===== config.mk =====
export PLATFORM = sky130hd
export DESIGN_NAME = sseg_scan_mux
export DESIGN_NICKNAME = d
export VERILOG_FILES = /design/src/rtl/sseg_pkg.sv /design/src/rtl/sseg_scan_mux_slot_timer.sv /design/src/rtl/sseg_scan_mux.sv
export SDC_FILE = /design/constraint.sdc
export NUM_CORES = 1
export LEC_CHECK = 0
export BUFFER_PORTS_ARGS = -buffer_cell sky130_fd_sc_hd__buf_4
export CAP_MARGIN = 20
export CORE_UTILIZATION = 61
export CTS_CLUSTER_DIAMETER = 40
export DETAILED_ROUTE_END_ITERATION = 8
export HOLD_SLACK_MARGIN = 0.15
export PLACE_DENSITY = 0.95
export REMOVE_ABC_BUFFERS = 1
export SYNTH_ARGS = -nofsm -noshare
export SYNTH_HDL_FRONTEND = slang
export SYNTH_SLANG_ARGS = --single-unit

===== constraint.sdc =====
create_clock -name clk_i -period 5.9 [get_ports clk_i]
set_input_delay 1.18 -clock clk_i [delete_from_list [all_inputs] [get_ports clk_i]]
set_output_delay 1.18 -clock clk_i [all_outputs]
set_load 0.02 [all_outputs]

===== src/rtl/sseg_pkg.sv =====
// Shared types and constants for the multiplexed 7-segment display driver.
package sseg_pkg;

  localparam logic [6:0] SEG_OFF = 7'h7F;
  localparam logic [3:0] AN_OFF  = 4'hF;

  typedef logic [1:0] digit_idx_t;

  typedef enum logic [1:0] {OFF, BLANK, DRIVE} scan_state_t;

  function automatic logic [3:0] an_onehot(input digit_idx_t idx);
    return ~(4'b0001 << idx);
  endfunction

endpackage


===== src/rtl/sseg_scan_mux_slot_timer.sv =====
// N-bit slot timer with clear priority over enable; exposes the post-edge count.
module slot_timer #(
  parameter int N = 18
) (
  input  logic         i_clk,
  input  logic         i_rst,
  input  logic         i_en,
  input  logic         i_clr,
  output logic [N-1:0] o_cnt_next,
  output logic         o_wrap
);

  logic [N-1:0] r_cnt;

  always_comb begin
    o_cnt_next = r_cnt;
    if (i_clr)     o_cnt_next = '0;
    else if (i_en) o_cnt_next = r_cnt + 1'b1;
  end

  assign o_wrap = i_en && (r_cnt == {N{1'b1}});

  always_ff @(posedge i_clk or posedge i_rst) begin
    if (i_rst) r_cnt <= '0;
    else       r_cnt <= o_cnt_next;
  end

endmodule


===== src/rtl/sseg_scan_mux.sv =====
// 4-digit common-anode scan driver: per-frame pattern capture, blanked slot start,
// outputs registered from the post-edge state so they track cnt/digit with no lag.
module sseg_scan_mux
  import sseg_pkg::*;
#(
  parameter int N            = 18,
  parameter int BLANK_CYCLES = 16
) (
  input  logic        clk_i,
  input  logic        rst_i,
  input  logic        en_i,
  input  logic [27:0] digits_i,
  input  logic [3:0]  dp_i,
  output logic [3:0]  an_o,
  output logic [6:0]  sseg_o,
  output logic        dp_o,
  output logic [1:0]  digit_o,
  output logic        frame_o
);

  if (BLANK_CYCLES >= (1 << N)) begin : g_bad_blank
    $error("BLANK_CYCLES must be smaller than the slot length 2**N");
  end

  localparam logic [N-1:0] BLANK_C = BLANK_CYCLES[N-1:0];

  scan_state_t     r_state;
  digit_idx_t      r_digit;
  logic            r_armed;
  logic [3:0][6:0] r_shadow;
  logic [3:0]      r_shadow_dp;

  logic [N-1:0]    w_cnt_next;
  logic            w_wrap;
  logic            w_fs;
  digit_idx_t      w_digit_next;
  logic [3:0][6:0] w_shadow_next;
  logic [3:0]      w_dp_next;
  scan_state_t     w_state_next;

  slot_timer #(.N(N)) u_timer (
    .i_clk      (clk_i),
    .i_rst      (rst_i),
    .i_en       (en_i),
    .i_clr      (!en_i || r_armed),
    .o_cnt_next (w_cnt_next),
    .o_wrap     (w_wrap)
  );

  // Frame start: first enabled cycle after idle, or the (3, max) -> (0, 0) wrap.
  assign w_fs          = en_i && (r_armed || (r_digit == 2'd3 && w_wrap));
  assign w_shadow_next = w_fs ? digits_i : r_shadow;
  assign w_dp_next     = w_fs ? dp_i : r_shadow_dp;

  always_comb begin
    w_digit_next = r_digit;
    if (!en_i || r_armed) w_digit_next = '0;
    else if (w_wrap)      w_digit_next = r_digit + 2'd1;
  end

  always_comb begin
    w_state_next = r_state;
    if (!en_i) begin
      w_state_next = OFF;
    end else begin
      case (r_state)
        OFF:     w_state_next = (BLANK_CYCLES == 0) ? DRIVE : BLANK;
        BLANK:   if (w_cnt_next == BLANK_C) w_state_next = DRIVE;
        DRIVE:   if (w_wrap) w_state_next = (BLANK_CYCLES == 0) ? DRIVE : BLANK;
        default: w_state_next = OFF;
      endcase
    end
  end

  always_ff @(posedge clk_i or posedge rst_i) begin
    if (rst_i) begin
      r_state     <= OFF;
      r_digit     <= '0;
      r_armed     <= 1'b1;
      r_shadow    <= {4{SEG_OFF}};
      r_shadow_dp <= 4'hF;
      an_o        <= AN_OFF;
      sseg_o      <= SEG_OFF;
      dp_o        <= 1'b1;
      digit_o     <= '0;
      frame_o     <= 1'b0;
    end else begin
      r_state     <= w_state_next;
      r_digit     <= w_digit_next;
      r_armed     <= !en_i;
      r_shadow    <= w_shadow_next;
      r_shadow_dp <= w_dp_next;
      digit_o     <= w_digit_next;
      frame_o     <= w_fs;
      if (w_state_next == DRIVE) begin
        an_o   <= an_onehot(w_digit_next);
        sseg_o <= w_shadow_next[w_digit_next];
        dp_o   <= w_dp_next[w_digit_next];
      end else begin
        an_o   <= AN_OFF;
        sseg_o <= SEG_OFF;
        dp_o   <= 1'b1;
      end
    end
  end

endmodule


==> results, run 1 <==
- By startpoint and endpoint, the worst setup path is classified as in2reg.
- In this run the post-CTS setup repair buffer count came out at 0.
- The post-cts resize count is 0.
- The total routing usage reported by global routing is 26.8%.
- The length of the first detailed-routing pass in iterations is 4.
- The placed instance count is 359.
- The register area share after synthesis is 52.9%.
- The clock net in this run drives a total of 68 sinks.
- The run finished with clean final reports.
- The count of final hold-check violations was 0.
- The endpoint kind of the worst setup timing path is a flip-flop.
- The pin count of the biggest net entering global routing is 69.
- In this run the core area contains 26 standard-cell rows.
- The violation count after the first detailed-route iteration is 126.
- Internal power comes to 818 uW.
- At the worst endpoint, the required time is 6.17 ns.
- The share of total power dissipated in the clock network is 37.9%.
- The flip-flop cell with the highest count after synthesis is dfstp_2.
- The core area is 5170 um^2.
- The final number of max-transition violations is 0.
- Setup violations remaining at the end of the flow were counted as 0.
- The die is 75.8 um tall.
- The average instance in the mapped netlist occupies 13.3 um^2.
- The worst register-to-register path begins at u_timer.r_cnt[0].
- The final layout contains routed wiring with a total length of 6810 um.
- Timing would allow up to 0.303 GHz.
- The worst relative slew slack is 43.1%.
- The layout has 294 filler cells.
- The first global-routing pass estimated 10800 um of wire.
- The area taken by flip-flops and latches is 1760 um^2.
- The instance area at placement is 3710 um^2.
- Yosys instantiated no cell more often than dfstp_2.
- The clock latency reported for the late side of the worst-skew pair is 0.35 ns.
- Setup repair after global routing left no endpoint under its margin.
- The number of warnings printed during yosys synthesis is 0.
- The TritonCTS buffer count is 9.
- The accumulated negative setup slack is 0 ns.
- In this run the most critical hold path is launched from u_timer.r_cnt[0].
- The width of the chip is 75.8 um.
- For the pin with the worst max-slew slack, the measured transition is 0.853 ns.
- The number of antenna diodes in the final layout is 0.
- The synthesized design devotes to its leading area cell type 35.6% of total area.
- The residual DRC count is 0.
- The detailed router placed 2179 vias in this run.
- The number of nets at the end of the flow is 338.
- The global route total overflow is 0.
- The worst-case clock buffer depth is 2.
- The dominant cell type by area after synthesis is dfstp_2.
- The number of global-route vias before repair was 2215.
- The smallest clock period supported by the final layout is computed as 3.30 ns.
- The cell area that synthesis handed to floorplanning was 3320 um^2.
- The power spent charging and discharging nets is 242 uW.
- The core occupancy in the finished layout is 76.0%.
- The final RePlAce weighted congestion is 0.884.
- After synthesis, the cell types taking the most area are dfstp_2 (36%), dfrtp_1 (17%), mux2_4 (13%).
- Across the run, the number of max-cap violations was 0.
- Counting flops and latches in the post-synthesis netlist gives 68.
- In this run the clock root is driven by a clkbuf_8.
- The timing startpoint of the critical path is en_i.
- Across the routed clock network, the largest skew measured is 0.00942 ns.
- The worst setup path is launched from a primary input.
- The register clock-pin slew on the reported worst setup and hold paths is 0.07 ns.
- Of the total power, the share spent switching nets is 22.8%.
- The tightest min-delay check is of the reg2reg type.
- The highest fanout seen on the critical path is 13.
- The post-route non-filler standard cell count is 376.
- Once detail routing completed, the nets flagged for antenna violations numbered 0.
- The effective utilization at floorplan is 64.2%.
- Combinational cells account for 11.4% of the total power.
- The number of antenna violations at the first check in global routing is 0.
- The full die area is 5740 um^2.
- The synthesized design contains 0 enable-type register cells.
- Registers are responsible for 50.7% of the overall power.
- The number of cells produced by synthesis is 250.
- Data on the critical path arrives at its endpoint at 3.57 ns.
- Cells with a size suffix above 1 make up 53.6% of the layout.
- The area growth from synthesis to layout is 18.3%.
- With fillers left out, the area of the finished cells amounts to 3930 um^2.
- For this design the static power due to leakage is 0.00171 uW.
- The HPWL after detailed placement is 4540 um.
- In the finished design, the share of the clock period the worst path needs comes to 56.0%.
- The via count normalized by instance count is 5.80.
- Across the VDD grid, the largest voltage drop is 0.000200 V.
- The multi-input combinational cells in the finished layout cover a total of 1470 um^2.
- Of all flip-flops after synthesis, the portion carrying an async set or reset was 100%.
- The I/O pin count is 50.
- The H-tree depth is 3.
- The power density over the cells is 270 nW/um^2.
- After detailed routing, the average wire length per cell comes to 18.1 um.
- Port buffering added 49 buffers.
- The hold-fix buffer count after cts is 0.
- The TritonCTS clock tree is built.
- The number of different library cells used by synthesis comes to 48.
- Sorting the synthesized cells by how often they occur yields dfstp_2 (45), mux2_4 (29), dfrtp_1 (23), nor2_1 (20), nand2_1 (13).
-- layout by cell type (no fill, tap or decap), drive strengths merged, types with 3 or more instances in the layout --
| cell type | Yosys | routed |
|---|---|---|
| xnor2 | 11 | 11 |
| nand3 | 9 | 9 |
| xor2 | 8 | 8 |
| inv | 5 | 7 |
| mux2 | 33 | 33 |
| dfstp | 45 | 45 |
| nor2 | 21 | 21 |
| clkbuf | 3 | 11 |
| nand2b | 11 | 11 |
| buf | 9 | 52 |
| nand4 | 5 | 5 |
| nor3 | 8 | 8 |
| and2 | 3 | 3 |
| or3 | 3 | 3 |
| or2 | 4 | 4 |
| dfrtp | 23 | 23 |
| nand2 | 13 | 13 |
| mux4 | 8 | 8 |
| nor4 | 4 | 4 |
-- critical path: stages --
cell and delay (ns):
buf_4 0.14, inv_2 0.08, nor4_4 0.35, nand2_1 0.19, xor2_1 0.20, nor2_2 0.66
mux4_2 0.60, nand2b_1 0.16
-- cell type report --
type	instances	share of cell area (%)
multi-input combinational	165	37.3
tap	70	2.23
timing repair buffer	52	9.93
clock inverter	5	1.46
sequential	68	44.7
clock buffer	11	3.85
inverter	5	0.477
-- layer usage --
layer  global-route usage, %  share of wire [%]  vias to the layer above
met5                       0                  0                        -
met4                    11.9                2.2                        0
met3                    7.67                5.8                       15
met2                    44.0                 50                       81
met1                    33.3                 42                     1094
li1                        -                  -                      989
-- logic make-up after synthesis --
group | count (synthesis) | synth area share, %
AOI/OAI and AO/OA | 13 | 3.65
xor gates and xnor gates | 19 | 5.01
adders and majority gates | 2 | 0.753
buffers and inverters | 17 | 2.90
DFF | 68 | 52.9
muxes | 41 | 19.9
and+or+nand+nor | 90 | 14.9
-- stage by stage --
step / total power, uW / hold WS [ns] / setup slack (ns)
after CTS: 1070 / 0.537 / 2.58
after floorplan: 625 / 0.469 / 2.45
after global placement: 656 / 0.493 / 2.32
after global routing: 1100 / 0.555 / 2.41
final: 1060 / 0.540 / 2.60
after detailed placement: 664 / 0.532 / 2.22
-- power groups by stage --
stage / clock network, uW / registers, uW / logic [uW]
2_1_floorplan: 0 / 539 / 86.4
3_3_place_gp: 0 / 542 / 115
3_5_place_dp: 0 / 543 / 121
4_1_cts: 410 / 537 / 121
5_1_grt: 428 / 540 / 129
6_report: 402 / 537 / 121
-- final timing paths --
kind	to	cells past startpoint	slack, ns
setup reg to reg	sseg_o[3]	8	2.65
setup / recovery	sseg_o[3]	8	2.60
hold reg to reg	u_timer.r_cnt[0]	1	0.54
hold / removal	u_timer.r_cnt[0]	1	0.54
min in group asynchronous	frame_o	3	1.07
max in group asynchronous	r_digit[1]	3	4.31
-- state kept, by name, summed over array words and instances, names as in the netlist --
| register | cells |
|---|---|
| r_state | 2 |
| frame_o | 1 |
| u_timer.r_cnt | 18 |
| r_digit | 2 |
| r_shadow_dp | 4 |
| dp_o | 1 |
| an_o | 4 |
| sseg_o | 7 |
| r_shadow | 28 |
| r_armed | 1 |
Power figures use the tool's default switching activity.
==> run 2, diff against run 1 <==
Settings changed: CORE_UTILIZATION 61 to 57, PLACE_DENSITY 0.95 to 0.9.
Clock period 5.9 ns to 3.3 ns, I/O delays scaled along.
==> run 2 against run 1 <==
Against the previous run: global-route usage down 2.0 points; cell count is 1.1% higher; clock power up 72%; critical path depth unchanged; critical path type is now reg2reg; utilization fell by 5.2 points; via count is 0.73% higher; wire length grew 0.21%; clock-buffer cell count shrank 2; flip-flop and latch count unchanged.
==> results, run 2 (synthesis results as in run 1) <==
- For this design the ratio of total power to cell area is 475 nW/um^2.
- Port buffering added 49 buffers.
- The routed wire length on met3 is 381 um.
- The count of cells in the finished layout, fillers not included, comes to 380.
- Once the clock tree was built, the setup fixing pass inserted 0 buffers.
- Among all stages on the critical path, the largest delay is contributed by buf_4.
- The count of final hold-check violations is 0.
- In the final layout, the share of cells above drive strength 1 is 53.9%.
- The highest metal layer with signal wires is met4.
- The total routing usage reported by global routing is 24.9%.
- The critical path is of the reg2reg type.
- In this run the vertical extent of the chip is 78.3 um.
- The worst register-to-register path ends at sseg_o[1].
- The buffer cell driving the clock tree root is clkbuf_8.
- The register clock-pin slew on the reported worst setup and hold paths is 0.08 ns.
- The count of antenna-violating nets left after detailed routing is 0.
- For this run, the detailed router's first-pass iteration total came to 4.
- Across all layers, the routed design uses 2195 vias.
- Traced cell by cell, the critical path runs through ha_1, nand4_1, nor2_1, a32oi_4, buf_4, mux2_4, mux4_2, nand2b_1.
- The flow ran to the end, and the final reports show no timing, DRC or antenna violations.
- The register with the most flip-flops in the layout has 28 of them.
- The count of final setup violators is 0.
- The slew at the pin closest to its max-slew limit is 0.726 ns.
- The area growth from synthesis to layout is 18.9%.
- The worst flop-to-flop path startpoint is u_timer.r_cnt[0].
- The number of global-route vias before repair is 2332.
- The number of antenna diodes in the final layout is 0.
- The via count normalized by instance count is 5.78.
- The worst-case clock buffer depth is 2.
- The total of max-cap violations is 0.
- The number of core rows is 27.
- The H-tree generated during clock tree synthesis spans 3 levels.
- Together, buffers and inverters on the worst path number 1.
- The detailed-route wire length on metal 1 is 2670 um.
- The first global-routing pass estimated 11300 um of wire.
- The number of antenna violations at the first check in global routing came to 0.
- The floorplan step set the die width to 78.3 um.
- Entering global routing, the biggest net connects 39 pins.
- The total wirelength of the detailed-routed design is 6820 um.
- In this run the worst hold path is classified as in2async.
- The data arrival time at the worst-slack endpoint is 3.17 ns.
- The residual DRC count is 0.
- In the final routed layout, each cell accounts on average for 18.0 um.
- The final RePlAce weighted congestion is 0.863.
- The family with the most delay on the worst path is multiplexers.
- The required time of the critical path is 3.57 ns.
- The HPWL after detailed placement is 4540 um.
- Counting the buffers created by CTS gives 9.
- The count of fill cells added during filler insertion is 369.
- The hold-fix buffer count after cts is 0.
- For the worst flop-to-flop path, the logic depth is 8.
- The I/O pin count is 50.
- The launching element type of the critical path is a flip-flop.
- The placed instance count is 364.
- For this configuration, the core starts out at a cell density of 59.6%.
- The largest registers in the layout are r_shadow: 28 flops, u_timer.r_cnt: 18 flops, sseg_o: 7 flops.
- Of all nets on the critical path, the largest fanout is 33.
- The setup check on the worst reg-to-reg path leaves a slack of 0.40 ns.
- Setup total negative slack on the finished layout was measured at 0 ns.
- Clock tree synthesis found a total of 68 sinks.
- Clock latency on the worst-skew pair, taken at its later pin, is 0.35 ns.
- The worst relative slew slack is 50.3%.
- At the end of the flow, the number of nets in the layout was 340.
- The most frequent standard cell in the layout excluding fill and tap cells is buf_4.
- For the finished layout, the period the worst path requires is 2.90 ns.
- The core region is 5570 um^2.
- Based on the critical path, the design can be clocked at up to 0.345 GHz.
- The worst-case IR drop observed on VDD is 0.000435 V.
- The top register by number of flip-flops is r_shadow.
- On the worst path, the slowest cell contributes a delay of 0.51 ns.
- The endpoint kind of the worst setup timing path is a flip-flop.
- The routed design uses 3590 um of met2 wire.
- Clock skew on the completed layout was measured at 0.0129 ns.
- TritonCTS built the clock tree.
- The full die area is 6140 um^2.
- Dividing the final minimum period by the clock period gives 87.8%.
- For this block, the initial DRC count from the detailed router was 134.
- Setup repair after global routing left no endpoint under its margin.
- The final number of max-transition violations is 0.
- The global route total overflow is 0.
- The library cells used most frequently in the layout, excluding fill and tap cells, are buf_4 (53), dfstp_2 (45), mux2_4 (29).
- The post-cts resize count is 0.
- The core occupancy in the finished layout is 70.8%.
- The leakage power of the design is 0.00172 uW.
## run 2: cell types whose count changed in the layout (fill, tap and decap cells not counted)
cell	previous run	this run
inv_6	1	2
clkinv_4	0	1
buf_4	52	53
buf_12	0	1
clkinvlp_4	1	0
clkbuf_8	11	9
clkinv_2	1	2
## run 2: where the power goes
group,switching (uW),internal (uW)
Clock,338,353
Combinational,86.8,137
Sequential,23.4,936
Total,448,1430
## run 2: final cells by class
| type | count | area, um^2 | share of cell area (%) |
|---|---|---|---|
| clock buffer | 9 | 124 | 3.14 |
| clock inverter | 7 | 72.6 | 1.84 |
| inverter | 5 | 18.8 | 0.475 |
| multi-input combinational | 165 | 1470 | 37.2 |
| sequential | 68 | 1760 | 44.5 |
| tap | 72 | 90.1 | 2.28 |
| timing repair buffer | 54 | 418 | 10.6 |
## run 2: layer usage
metal | track usage, % | vias to the layer above
li1 | - | 986
met1 | 29.8 | 1102
met2 | 42.2 | 87
met3 | 6.63 | 20
met4 | 10.7 | 0
met5 | 0 | -
## run 2: stage by stage
step	worst slack [ns]	cell area (um^2)	power, uW	hold slack (ns)
floorplan	0.241	3240	1120	0.469
CTS	0.406	3950	1890	0.431
detailed placement	0.430	3750	1190	0.514
finish	0.404	3950	1870	0.409
global placement	0.517	3750	1180	0.481
global route	0.235	3950	1930	0.461
## run 2: worst max-delay path by stage
stage	startpoint	endpoint	slack [ns]	cells past startpoint
finish	u_timer.r_cnt[0]	sseg_o[1]	0.40	8
global route	u_timer.r_cnt[0]	sseg_o[0]	0.23	8
CTS	u_timer.r_cnt[0]	sseg_o[1]	0.41	8
detailed placement	u_timer.r_cnt[0]	sseg_o[0]	0.43	8
global placement	en_i	dp_o	0.52	8
floorplan	u_timer.r_cnt[0]	dp_o	0.24	7
==> run 3, diff against run 2 <==
Settings changed: CORE_UTILIZATION 57 to 61, PLACE_DENSITY 0.9 to 0.95, TNS_END_PERCENT from default to 5.
Clock period 3.3 ns to 3.7 ns, I/O delays scaled along.
==> run 3 against run 2 <==
Against the previous run: first-iteration DRC count decreased by 14%; fmax up 1.0%; utilization rose by 5.7 points; worst hold slack got worse by 0.13 ns; clock power down 14%; wire length increased by 2.4%; critical endpoint is now sseg_o[6]; largest power group unchanged.
==> results, run 3 (synthesis results as in run 1) <==
- The flow ran to the end, and the final reports show no timing, DRC or antenna violations.
- The post-route non-filler standard cell count is 379.
- The worst-case register-to-register setup slack is 0.83 ns.
- The effective utilization at floorplan is 64.2%.
- The routed length per instance is 18.4 um.
- The register clock-pin slew on the reported worst setup and hold paths is 0.07 ns.
- The width of the chip is 75.8 um.
- The accumulated negative setup slack is 0 ns.
- The worst setup path is launched from a flip-flop.
- Summing all non-filler instances in the final layout gives an area of 3960 um^2.
- The critical path crosses 9 cells after its start point.
- Of all nets on the critical path, the largest fanout is 13.
- Post-CTS timing repair inserted 0 buffers for setup.
- The total routing usage reported by global routing is 27.9%.
- The longest individual stage delay on the worst path is 0.55 ns.
- The count of final hold-check violations is 0.
- In this run the vertical extent of the chip is 75.8 um.
- Detailed placement finished with a half-perimeter wire length of 4780 um.
- The worst flop-to-flop path startpoint is u_timer.r_cnt[0].
- The residual DRC count is 0.
- The floorplan step defined a die boundary enclosing 5740 um^2.
- On the final layout, the worst hold slack is 0.283 ns.
- In this run, post-CTS repair resized a total of 0 instances.
- The critical path is of the reg2reg type.
- Of the cells placed in the final design, the portion with a size suffix greater than 1 is 53.7%.
- The number of buffer cells added on primary ports is 49.
- The antenna cell count is 0.
- The most frequent standard cell in the layout excluding fill and tap cells is buf_4.
- The largest clock skew in the final design is 0.0120 ns.
- Setup repair after global routing left no endpoint under its margin.
- The clock latency reported for the late side of the worst-skew pair is 0.35 ns.
- The worst setup path is captured at a flip-flop.
- For this design the static power due to leakage is 0.00173 uW.
- The count of nets left with antenna violations once routing finished came out at 0.
- The number of global-route vias before repair is 2368.
- The buffering stage count on the worst path with inverters included is 1.
- The family with the most delay on the worst path is simple AND/OR/NAND/NOR gates.
- Routability-driven placement finished with a final weighted congestion of 0.835.
- The global-route wire length before repair is 11300 um.
- For this design, the CTS-stage hold fixing added 0 buffers.
- Subtracting the final worst setup slack from the clock period gives 2.87 ns.
- TritonCTS built the clock tree.
- For this run the aggregate overflow at the end of global routing stands at 0.
- The via count normalized by instance count is 5.80.
- The H-tree depth is 3.
- The worst voltage drop across the vdd grid is 0.000359 V.
- The number of clock sinks is 68.
- The area of the multi-input gates is 1470 um^2.
- Counting the fill cells in the layout gives 293.
- The vias after detailed routing is 2200.
- Wires add up to 6990 um.
- The total of max-cap violations is 0.
- The final number of max-transition violations is 0.
- The capture instance of the worst register-to-register path is sseg_o[6].
- For the pin with the worst max-slew slack, the measured transition is 0.608 ns.
- The type of the tightest min-delay check is in2async.
- Based on the critical path, the design can be clocked at up to 0.349 GHz.
- The core area is 5170 um^2.
- The top cell types in the final layout, fill and taps aside, are buf_4 (53), dfstp_2 (45), mux2_4 (29).
- The count of cells along the worst register-to-register path is 9.
- The data arrival time at the worst-slack endpoint is 3.13 ns.
- For this design the top-level I/O count stands at 50.
- Dividing total power by cell area gives a power density of 418 nW/um^2.
- Setup violations remaining at the end of the flow were counted as 0.
- In this run the cell area measured after placement is 3750 um^2.
- The required time of the critical path is 3.97 ns.
- The final cycle utilization of the critical path is 77.5%.
- The top register by number of flip-flops is r_shadow.
- Clock tree synthesis selected as its root buffer the cell clkbuf_8.
- The placed instance count is 362.
- The critical path's slowest cell is mux4_2.
- The flip-flop count of the largest register after layout is 28.
- In this run the tightest slew margin relative to its limit is 59.3%.
- The first detailed-routing pass took 4 iterations.
- The TritonCTS buffer count is 9.
- Registers take 1760 um^2.
- In this run, the number of DRC markers left after iteration 0 of detailed routing was 115.
- Entering global routing, the biggest net connects 52 pins.
- The number of antenna violations at the first check in global routing is 0.
- The longest clock path from root to sink contains 2 buffers.
- The largest registers in the layout are r_shadow: 28 flops, u_timer.r_cnt: 18 flops, sseg_o: 7 flops.
- The number of nets at the end of the flow is 341.
- The critical path goes through ha_1, nand4_1, nor2_1, nand2_1, xor2_1, nor2_2, buf_4, mux4_2, nand2b_1.
- The number of core rows is 26.
- The area growth from synthesis to layout is 19.2%.
==> run 3: cell types whose count changed in the layout (fill, tap and decap cells not counted) <==
cell        change
clkinv_4        -1
inv_6           -1
clkbuf_1        +1
clkinvlp_4      +1
buf_12          +1
==> run 3: worst max path at each step <==
stage,to,from
after CTS,sseg_o[6],u_timer.r_cnt[0]
after global placement,sseg_o[2],en_i
after floorplan,dp_o,u_timer.r_cnt[0]
after detailed placement,sseg_o[5],en_i
final,sseg_o[6],u_timer.r_cnt[0]
after global routing,sseg_o[5],u_timer.r_cnt[0]
==> run 3: report_power, final <==
group          internal (uW)  switching, uW
Sequential               836           21.3
Combinational            124           76.6
Clock                    312            285
Total                   1270            383
==> run 3: layer usage <==
layer / track usage, % / wire length [um] / vias to the layer above
met2: 44.2 / 3680 / 91
met3: 10.3 / 479 / 18
met5: 0 / 0 / -
li1: - / - / 993
met4: 13.4 / 154 / 0
met1: 33.9 / 2670 / 1098
==> run 3: worst reg2reg max path: stages, from the launching register on <==
cell and delay (ns):
dfrtp_1 0.40, ha_1 0.23, nand4_1 0.21, nor2_1 0.43, nand2_1 0.23, xor2_1 0.21
nor2_2 0.10, buf_4 0.26, mux4_2 0.55, nand2b_1 0.17
==> run 3: layout make-up <==
cell class                 count  share of cell area [%]
sequential                    68                    44.4
tap                           70                    2.21
timing repair buffer          55                    11.1
clock buffer                  10                    3.22
multi-input combinational    165                    37.1
inverter                       5                   0.474
clock inverter                 6                    1.58
==> run 3: through the flow <==
| step | setup slack, ns | power (uW) | util [%] |
|---|---|---|---|
| 6_report | 0.833 | 1650 | 76.6 |
| 2_1_floorplan | 0.641 | 997 | - |
| 3_5_place_dp | 0.813 | 1060 | 72.5 |
| 4_1_cts | 0.805 | 1660 | 76.2 |
| 5_1_grt | 0.634 | 1710 | 76.6 |
| 3_3_place_gp | 0.990 | 1050 | 72.5 |
